===== config.mk =====
export PLATFORM = sky130hd
export DESIGN_NAME = ctrl_spi_tx_flat
export DESIGN_NICKNAME = d
export VERILOG_FILES = /design/src/rtl/ctrl_spi_tx_pkg.sv /design/src/rtl/ctrl_spi_tx_if.sv /design/src/rtl/ctrl_spi_tx_spi_bit_shifter.sv /design/src/rtl/ctrl_spi_tx.sv /design/src/flat_wrapper.sv
export SDC_FILE = /design/constraint.sdc
export NUM_CORES = 1
export LEC_CHECK = 0
export CAP_MARGIN = 40
export CORE_MARGIN = 2
export CORE_UTILIZATION = 50
export DETAILED_ROUTE_END_ITERATION = 16
export GPL_TIMING_DRIVEN = 0
export PLACE_DENSITY = 0.76
export SLEW_MARGIN = 10
export SYNTH_ARGS = -nofsm -noshare
export SYNTH_HDL_FRONTEND = slang
export SYNTH_SLANG_ARGS = --single-unit

===== constraint.sdc =====
create_clock -name i_Clock -period 14.8 [get_ports i_Clock]
set_input_delay 4.44 -clock i_Clock [delete_from_list [all_inputs] [get_ports i_Clock]]
set_output_delay 4.44 -clock i_Clock [all_outputs]
set_load 0.1 [all_outputs]

===== src/rtl/ctrl_spi_tx_pkg.sv =====
// rtl/ctrl_spi_tx_pkg.sv - shared types and constants for the control-word SPI link
//
// Holds the transmitter state encoding, the frame geometry and the SPI mode
// that both ends of the control-word link must agree on.

package ctrl_spi_tx_pkg;

    localparam int WORD_BITS = 16;
    localparam int NUM_WORDS = 5;

    // SPI mode 0: SCK idles low, data sampled on the SCK rising edge.
    localparam logic [1:0] SPI_MODE = 2'd0;
    localparam logic       SPI_CPOL = SPI_MODE[1];
    localparam logic       SPI_CPHA = SPI_MODE[0];

    typedef logic [WORD_BITS-1:0] word_t;

    typedef enum logic [2:0] {
        ST_IDLE   = 3'd0,
        ST_SETUP  = 3'd1,
        ST_BIT_LO = 3'd2,
        ST_BIT_HI = 3'd3,
        ST_GAP    = 3'd4,
        ST_HOLD   = 3'd5
    } state_t;

endpackage


===== src/rtl/ctrl_spi_tx_if.sv =====
// rtl/ctrl_spi_tx_if.sv - frame request and SPI bus signals of the control-word transmitter
//
// Signals:
//   start        single-cycle frame request
//   data0..data4 words to send, data0 first
//   busy, done   frame status (done is a one-cycle pulse)
//   spi_cs       chip select, active low
//   spi_clock    SCK, idle low
//   spi_data     MOSI, MSB first
// Modports: master = frame requester, slave = transmitter.

interface ctrl_spi_tx_if;
    import ctrl_spi_tx_pkg::*;

    logic  start;
    word_t data0;
    word_t data1;
    word_t data2;
    word_t data3;
    word_t data4;
    logic  busy;
    logic  done;
    logic  spi_cs;
    logic  spi_clock;
    logic  spi_data;

    modport master (
        output start, data0, data1, data2, data3, data4,
        input  busy, done, spi_cs, spi_clock, spi_data
    );

    modport slave (
        input  start, data0, data1, data2, data3, data4,
        output busy, done, spi_cs, spi_clock, spi_data
    );

endinterface


===== src/rtl/ctrl_spi_tx_spi_bit_shifter.sv =====
// rtl/ctrl_spi_tx_spi_bit_shifter.sv - 16-bit MSB-first load/shift register with empty flag
//
// Ports:
//   i_Clock, i_Reset  clock, synchronous active-high reset
//   load, load_data   parallel load (takes priority over shift)
//   shift             move the next bit up to the MSB
//   msb               bit currently presented
//   empty             high while the last bit (original bit 0) is presented

module spi_bit_shifter
    import ctrl_spi_tx_pkg::*;
(
    input  logic  i_Clock,
    input  logic  i_Reset,
    input  logic  load,
    input  word_t load_data,
    input  logic  shift,
    output logic  msb,
    output logic  empty
);

    word_t      shift_reg;
    logic [3:0] bit_idx;

    always_ff @(posedge i_Clock) begin
        if (i_Reset) begin
            shift_reg <= '0;
            bit_idx   <= 4'd0;
        end else if (load) begin
            shift_reg <= load_data;
            bit_idx   <= 4'(WORD_BITS - 1);
        end else if (shift && bit_idx != 4'd0) begin
            shift_reg <= {shift_reg[WORD_BITS-2:0], 1'b0};
            bit_idx   <= bit_idx - 4'd1;
        end
    end

    assign msb   = shift_reg[WORD_BITS-1];
    assign empty = (bit_idx == 4'd0);

endmodule


===== src/rtl/ctrl_spi_tx.sv =====
// rtl/ctrl_spi_tx.sv - SPI mode-0 master sending a frame of five 16-bit control words
//
// Ports:
//   i_Clock  system clock
//   i_Reset  synchronous active-high reset; aborts a frame in flight
//   bus      ctrl_spi_tx_if.slave: start/data0..4 in, busy/done/spi_cs/spi_clock/spi_data out
// Parameters: CLK_DIV (clocks per SCK half-period), CS_SETUP, WORD_GAP, CS_HOLD.
// Build option: CTRL_SPI_TX_CHECKSUM_EN appends a sixth word, the wrapping
// 16-bit sum of data0..data4 taken when the frame is latched.

module ctrl_spi_tx
    import ctrl_spi_tx_pkg::*;
#(
    parameter int CLK_DIV  = 12,
    parameter int CS_SETUP = 8,
    parameter int WORD_GAP = 8,
    parameter int CS_HOLD  = 8
) (
    input  logic         i_Clock,
    input  logic         i_Reset,
    ctrl_spi_tx_if.slave bus
);

`ifdef CTRL_SPI_TX_CHECKSUM_EN
    localparam int NUM_TX = NUM_WORDS + 1;
`else
    localparam int NUM_TX = NUM_WORDS;
`endif

    state_t     state;
    state_t     next_state;
    logic [7:0] phase;
    logic [2:0] word_idx;
    word_t      frame [NUM_TX];

    logic  accept;
    logic  phase_last;
    logic  word_last;
    logic  shift_bit;
    logic  word_inc;
    logic  sh_load;
    word_t sh_load_data;
    logic  sh_msb;
    logic  sh_empty;

    logic busy_q;
    logic done_q;
    logic cs_q;
    logic sck_q;
    logic mosi_q;

    // Phase counter preload for a state, counted down to zero.
    function automatic logic [7:0] phase_init(input state_t s);
        case (s)
            ST_SETUP:            return 8'(CS_SETUP - 1);
            ST_BIT_LO, ST_BIT_HI: return 8'(CLK_DIV - 1);
            ST_GAP:              return 8'(WORD_GAP - 1);
            ST_HOLD:             return 8'(CS_HOLD - 1);
            default:             return 8'd0;
        endcase
    endfunction

    // Outputs are registered one clock behind the state, so busy_q/done_q
    // still reflect the previous frame in the first IDLE cycles; blocking on
    // them keeps a start coincident with done from being taken.
    assign accept     = (state == ST_IDLE) && bus.start && !busy_q && !done_q;
    assign phase_last = (phase == 8'd0);
    assign word_last  = (word_idx == 3'(NUM_TX - 1));

    always_comb begin
        next_state = state;
        shift_bit  = 1'b0;
        word_inc   = 1'b0;
        case (state)
            ST_IDLE:   if (accept)     next_state = ST_SETUP;
            ST_SETUP:  if (phase_last) next_state = ST_BIT_LO;
            ST_BIT_LO: if (phase_last) next_state = ST_BIT_HI;
            ST_BIT_HI: begin
                if (phase_last) begin
                    if (!sh_empty) begin
                        shift_bit  = 1'b1;
                        next_state = ST_BIT_LO;
                    end else if (!word_last) begin
                        word_inc   = 1'b1;
                        next_state = (WORD_GAP == 0) ? ST_BIT_LO : ST_GAP;
                    end else begin
                        next_state = ST_HOLD;
                    end
                end
            end
            ST_GAP:    if (phase_last) next_state = ST_BIT_LO;
            ST_HOLD:   if (phase_last) next_state = ST_IDLE;
            default:   next_state = ST_IDLE;
        endcase
    end

    // Every transition changes state, so a state change is exactly a state entry.
    always_ff @(posedge i_Clock) begin
        if (i_Reset) begin
            state <= ST_IDLE;
            phase <= 8'd0;
        end else begin
            state <= next_state;
            if (next_state != state)
                phase <= phase_init(next_state);
            else if (state != ST_IDLE)
                phase <= phase - 8'd1;
        end
    end

    always_ff @(posedge i_Clock) begin
        if (accept) begin
            frame[0] <= bus.data0;
            frame[1] <= bus.data1;
            frame[2] <= bus.data2;
            frame[3] <= bus.data3;
            frame[4] <= bus.data4;
`ifdef CTRL_SPI_TX_CHECKSUM_EN
            frame[NUM_WORDS] <= bus.data0 + bus.data1 + bus.data2 + bus.data3 + bus.data4;
`endif
        end
    end

    // The first word goes straight from the inputs so MOSI is valid in SETUP.
    assign sh_load      = accept || word_inc;
    assign sh_load_data = accept ? bus.data0 : frame[word_idx + 3'd1];

    spi_bit_shifter u_shifter (
        .i_Clock   (i_Clock),
        .i_Reset   (i_Reset),
        .load      (sh_load),
        .load_data (sh_load_data),
        .shift     (shift_bit),
        .msb       (sh_msb),
        .empty     (sh_empty)
    );

    always_ff @(posedge i_Clock) begin
        if (i_Reset) begin
            word_idx <= 3'd0;
            busy_q   <= 1'b0;
            done_q   <= 1'b0;
            cs_q     <= 1'b1;
            sck_q    <= SPI_CPOL;
            mosi_q   <= 1'b0;
        end else begin
            if (accept)
                word_idx <= 3'd0;
            else if (word_inc)
                word_idx <= word_idx + 3'd1;
            busy_q <= (state != ST_IDLE);
            cs_q   <= (state == ST_IDLE);
            sck_q  <= (state == ST_BIT_HI);
            mosi_q <= (state == ST_IDLE) ? 1'b0 : sh_msb;
            // cs_q still low here only on the first IDLE cycle after HOLD.
            done_q <= (state == ST_IDLE) && !cs_q;
        end
    end

    assign bus.busy      = busy_q;
    assign bus.done      = done_q;
    assign bus.spi_cs    = cs_q;
    assign bus.spi_clock = sck_q;
    assign bus.spi_data  = mosi_q;

endmodule

===== src/flat_wrapper.sv =====
// flat-port wrapper written by rule: the top's interface ports become plain ports
module ctrl_spi_tx_flat import ctrl_spi_tx_pkg::*;
#(
    parameter int CLK_DIV  = 12,
    parameter int CS_SETUP = 8,
    parameter int WORD_GAP = 8,
    parameter int CS_HOLD  = 8
)
  (i_Clock, i_Reset, bus_start, bus_data0, bus_data1, bus_data2, bus_data3, bus_data4, bus_busy, bus_done, bus_spi_cs, bus_spi_clock, bus_spi_data);
  ctrl_spi_tx_if bus_i ();
  input  logic i_Clock;
  input  logic i_Reset;
  input wire logic [$bits(bus_i.start)-1:0] bus_start;
  input wire logic [$bits(bus_i.data0)-1:0] bus_data0;
  input wire logic [$bits(bus_i.data1)-1:0] bus_data1;
  input wire logic [$bits(bus_i.data2)-1:0] bus_data2;
  input wire logic [$bits(bus_i.data3)-1:0] bus_data3;
  input wire logic [$bits(bus_i.data4)-1:0] bus_data4;
  output wire logic [$bits(bus_i.busy)-1:0] bus_busy;
  output wire logic [$bits(bus_i.done)-1:0] bus_done;
  output wire logic [$bits(bus_i.spi_cs)-1:0] bus_spi_cs;
  output wire logic [$bits(bus_i.spi_clock)-1:0] bus_spi_clock;
  output wire logic [$bits(bus_i.spi_data)-1:0] bus_spi_data;
  assign bus_i.start = bus_start;
  assign bus_i.data0 = bus_data0;
  assign bus_i.data1 = bus_data1;
  assign bus_i.data2 = bus_data2;
  assign bus_i.data3 = bus_data3;
  assign bus_i.data4 = bus_data4;
  assign bus_busy = bus_i.busy;
  assign bus_done = bus_i.done;
  assign bus_spi_cs = bus_i.spi_cs;
  assign bus_spi_clock = bus_i.spi_clock;
  assign bus_spi_data = bus_i.spi_data;
  ctrl_spi_tx #(.CLK_DIV(CLK_DIV), .CS_SETUP(CS_SETUP), .WORD_GAP(WORD_GAP), .CS_HOLD(CS_HOLD)) u_core (.i_Clock(i_Clock), .i_Reset(i_Reset), .bus(bus_i));
endmodule

# After elaboration in Yosys (flattened, before gate mapping)
# Memories as Yosys holds them, arrays and structs flattened.
# Index checks and enable logic that the tools add are counted.
# word_totals
regBits	39
romBits	0
latchBits	0
memories	1
output_inout_bits	5
ram_bits	80
in_bits	83
# classes
div_mod_pow	0
multipliers	0
n_reduce_logical	21
n_eq_ne	12
shift	0
muxes	25
n_bitwise	0
n_addsub	3
n_lt_le_gt_ge	0
# mem_list
memory	words	width	rd	rd_ports_with_merged_regs	wr	line	source
u_core.frame	5	16	1	0	5	ctrl_spi_tx.sv:34	word_t frame [NUM_TX];
# op_table
op	n
$mux W16	3
$mux W3	6
$mux W8	2
$eq A3 B3 Y1 const B	5
$pmux W3 S5	1
$eq A3 B2 Y1 const B	4
$mux W1	10
$logic_not A8 Y1	1
$mux W4	2
$pmux W4 S2	1
$reduce_or A2 Y1	4
$sub A8 B1 Y8 const B	1
$eq A3 B1 Y1 const B	2
$logic_and A1 B1 Y1	5
$logic_not A4 Y1	1
$reduce_bool A2 Y1	2
$reduce_bool A4 Y1	1
$sub A4 B1 Y4 const B	1
$add A3 B1 Y3 const B	1
$logic_not A1 Y1	3
$logic_not A3 Y1	1
$ne A3 B3 Y1	1
$reduce_bool A3 Y1	1
$reduce_or A3 Y1	1
$logic_or A1 B1 Y1	1

# Logic depth before layout (Yosys ltp)
# depth
word_depth	10
mapped_depth	11
ltp_nobuf	8

# Modules after synthesis
# A second synthesis with hierarchy kept.
# hier_totals
hier_cells	382
hier_area_um2	5192.5
# modules_own_cells
mod	instances	area_per_inst_um2	seq_area_each_um2	cells_each
ctrl_spi_tx	1	4140.2	2782.7	266
spi_bit_shifter	1	1052.3	400.4	116

# Worst setup path after synthesis
# No wires, ideal clock.
# synth_timing
kind	input -> register
start	in bus_start
end	reg u_core.u_shifter.shift_reg[11]
n_path_buf	1
t_required_ns	14.710
arrival_ns	7.644
path_stages	5
slack_ns	7.066
cell_sequence	nand3_1 -> inv_2 -> buf_1 -> a211oi_1 -> a211oi_1
# synth_via
elab_chain_len	5
# synth_rtl
element	line	source
start, declared	flat_wrapper.sv:13	input wire logic [$bits(bus_i.start)-1:0] bus_start;
$logic_and A1 B1 Y1 * (3 in series)	ctrl_spi_tx.sv:66	assign accept = (state == ST_IDLE) && bus.start && !busy_q && !done_q;
named net u_core.accept	ctrl_spi_tx.sv:36	logic accept;
$mux W16 or $logic_or A1 B1 Y1 (tied branches)	ctrl_spi_tx.sv:126, ctrl_spi_tx.sv:125	
$mux W16 or $reduce_bool A2 Y1 (tied branches)	--	
end signal, assigned	ctrl_spi_tx_spi_bit_shifter.sv:30	shift_reg <= load_data;
end signal, assigned	ctrl_spi_tx_spi_bit_shifter.sv:33	shift_reg <= {shift_reg[WORD_BITS-2:0], 1'b0};
end, declared	ctrl_spi_tx_spi_bit_shifter.sv:22	word_t shift_reg;
# Mark *: on every way through the listed nets, which the timed path passes. The rest lies on a longest branch.
# A chain may end at the register's enable or synchronous reset.

# Worst setup path after layout
# layout_timing
start	in bus_start
end	reg u_core.u_shifter.shift_reg[13]
# The elaborated chain is that of the path after synthesis.

==> out/results.tsv <==
metric	value	unit
cell mode on critical path	a211oi_1	
cts bufs inserted	17	
Async SR Flop Fraction	0	%
initial antenna violation count	0	
Antenna Cells	0	
leakage power	2.52	nW
Pint	0.914	mW
Vias/cell	5.40	
fillers	678	
# DRC	0	
TNS Setup	0	ns
Layout area overhead	34.8	%
die area	10800	sq um
# rows	36	
clock root cell	clkbuf_8	
vias in the first global route	3610	
Worst Skew	0.00946	ns
Hold Buf Count CTS	0	
Critical Path RT	15.21	ns
status	finished, final reports clean	
Tmin final	6.24	ns
critical path's largest stage delay	0.51	ns
Psw	0.409	mW
detailed placement HPWL	6920	um
PwrDens	196	nW/um^2
Post-Syn Nets	430	
register area share after synthesis	63.5	%
worst-path cell chain	clkdlybuf4s50_1, nand3_1, inv_2, buf_2, buf_16, buf_12, a211oi_1, a211oi_1	
Clock Latency Late Sink	0.50	ns
post-CTS sizing	0	
fin nets	543	
Port Buffers	86	
switching part of the total	30.9	%
CTS clk-pin slew, worst paths	0.06	ns
first-pass detailed-route iteration total	4	
Post-synth EDFFs	80	
pin count of the biggest net entering global routing	44	
slowest CP cell	buf_2	
clock network fraction of total power	30.4	%
GRT Overall Usage	20.0	%
post-route ant nets	0	
Final setup viols	0	
Critical Path Fanout Max	43	
Final Wtd Congestion	0.900	
WHS	0.436	ns
most common cell after layout, fill and taps aside	clkdlybuf4s50_1	
maximum VDD drop	0.0960	mV
drt total wl	10000	um
# Post-CTS Setup Buffers	0	
Primary FF master, synth	edfxtp_1	
Power Total	1.32	mW
HP Class	reg -> reg	
top-area cell type share of the netlist area	47.9	%
CP endpoint kind	flip-flop	
initial cell density of the core	51.3	%
GRT overflow	0	
DRC violation total after the first TritonRoute iteration	204	
clock tree buffer depth	2	
Pins Over Slew Limit	0	
Core ar.	9770	sq um
CTS tree	yes	
number of flip-flops in the largest register	80	
R2R setup slack	11.27	ns
worst path arrival time	6.65	ns
first-pass GRT wire length	16700	um
synthesized instance count	343	
sequential share of power	39.4	%
actual slew at the worst max-slew pin	0.709	ns
headroom to the max-slew limit	52.7	%
RSZ-0062 raised after global routing	no	
area of the multi-input gates	1690	sq um
post-DR wirelength/cell	16.7	um
synthesized area	5010	sq um
Max Fclk	160	MHz
sequential cell area	3180	sq um
Final Cell Area	6760	sq um
Post-DP Area	6170	sq um
Setup Crit Path Kind	in -> reg	
min setup slack post-route	8.56	ns
Syn Area/Cell	14.6	sq um
layout cells sized above 1	17.3	%
CP startpoint kind	primary input	
vias	3253	
Final Hold Viols	0	
most frequent cells in the layout	86 x clkdlybuf4s50_1, 80 x edfxtp_1, 39 x dfxtp_1, 31 x mux2i_1, 29 x a211oi_1	
Seq cells post-synth	119	
Synth area leaders	edfxtp_1 48%, dfxtp_1 16%, mux4_2 7.2%, mux2i_1 6.2%, a211oi_1 4.3%	
fin crit share	42.2	%
pre-CTS setup slack	8.07	ns
clock sinks	119	
Max H-tree Level	4	
Yosys Warn Count	0	
max-capacitance violation count	0	
die width	104	um
post-synth top area cell	edfxtp_1	
I/O pin count	88	
Comb power frac	30.2	%
Die H	104	um
Netlist cell types	50	
synth_stat cells (all sizes together) (2+ instances only):
master  instances
dfxtp          39
or3b            2
edfxtp         80
o21ai           5
nand3           6
inv            11
buf            10
a21oi          14
nand4           2
nor2           26
a31oi           3
nand2           9
or3             2
nor3           11
mux4           16
ha              4
mux2i          31
nor3b           2
a211oi         31
xnor2           9
or4             2
nor4            3
xor2            3
clkbuf          8
layout make-up:
cell class | instances | share of cell area, %
clock buffer | 21 | 6.35
multi-input combinational | 194 | 25.0
tap | 133 | 2.46
clock inverter | 11 | 2.30
timing repair buffer | 94 | 14.7
buffer | 19 | 1.56
inverter | 11 | 0.611
sequential | 119 | 47.1
power groups by stage:
stage | registers [mW] | clock network [mW] | logic (mW)
3_3_place_gp | 0.533 | 0 | 0.363
3_5_place_dp | 0.525 | 0 | 0.399
6_report | 0.521 | 0.403 | 0.400
5_1_grt | 0.531 | 0.427 | 0.436
2_1_floorplan | 0.544 | 0 | 0.261
4_1_cts | 0.522 | 0.409 | 0.403
worst max-delay path: cells and delay by family:
family	cells	cell delay, ns
AOI/OAI and AO/OA	2	0.33
and+or+nand+nor	1	0.14
buffers and inverters	5	1.69
stage by stage:
step	util, %	cells
final	69.1	602
after global routing	69.1	602
after CTS	69.1	602
after detailed placement	63.2	570
after global placement	61.8	562
after floorplan	-	343
layer usage:
metal | wire, um | share of wire (%) | track usage [%]
met5 | 0 | 0 | 0
met3 | 392 | 3.9 | 6.58
met1 | 4090 | 41 | 21.9
met4 | 137 | 1.4 | 8.30
met2 | 5410 | 54 | 35.8
logic make-up (layout without fill, tap and decap cells):
group                    count (synthesis)  after routing  share of synthesized area, %
AND/OR/NAND/NOR                         70             70                          8.38
XOR/XNOR                                12             12                          2.10
buffers and inverters                   30            156                          2.89
adder cells (fa/ha/maj)                  4              4                         0.998
multiplexers                            48             48                          13.6
flip-flops                             119            119                          63.5
AO/OA/AOI/OAI                           60             60                          8.56
worst paths after layout:
check / depth (start not counted) / to / from
max: 8 / u_core.u_shifter.shift_reg[13] / bus_start
min: 1 / u_core.bus.done / u_core.bus.spi_cs
max reg2reg: 11 / u_core.u_shifter.shift_reg[11] / u_core.word_idx[0]
min reg2reg: 1 / u_core.bus.done / u_core.bus.spi_cs
Note: power is estimated with default switching activity, not from simulation.
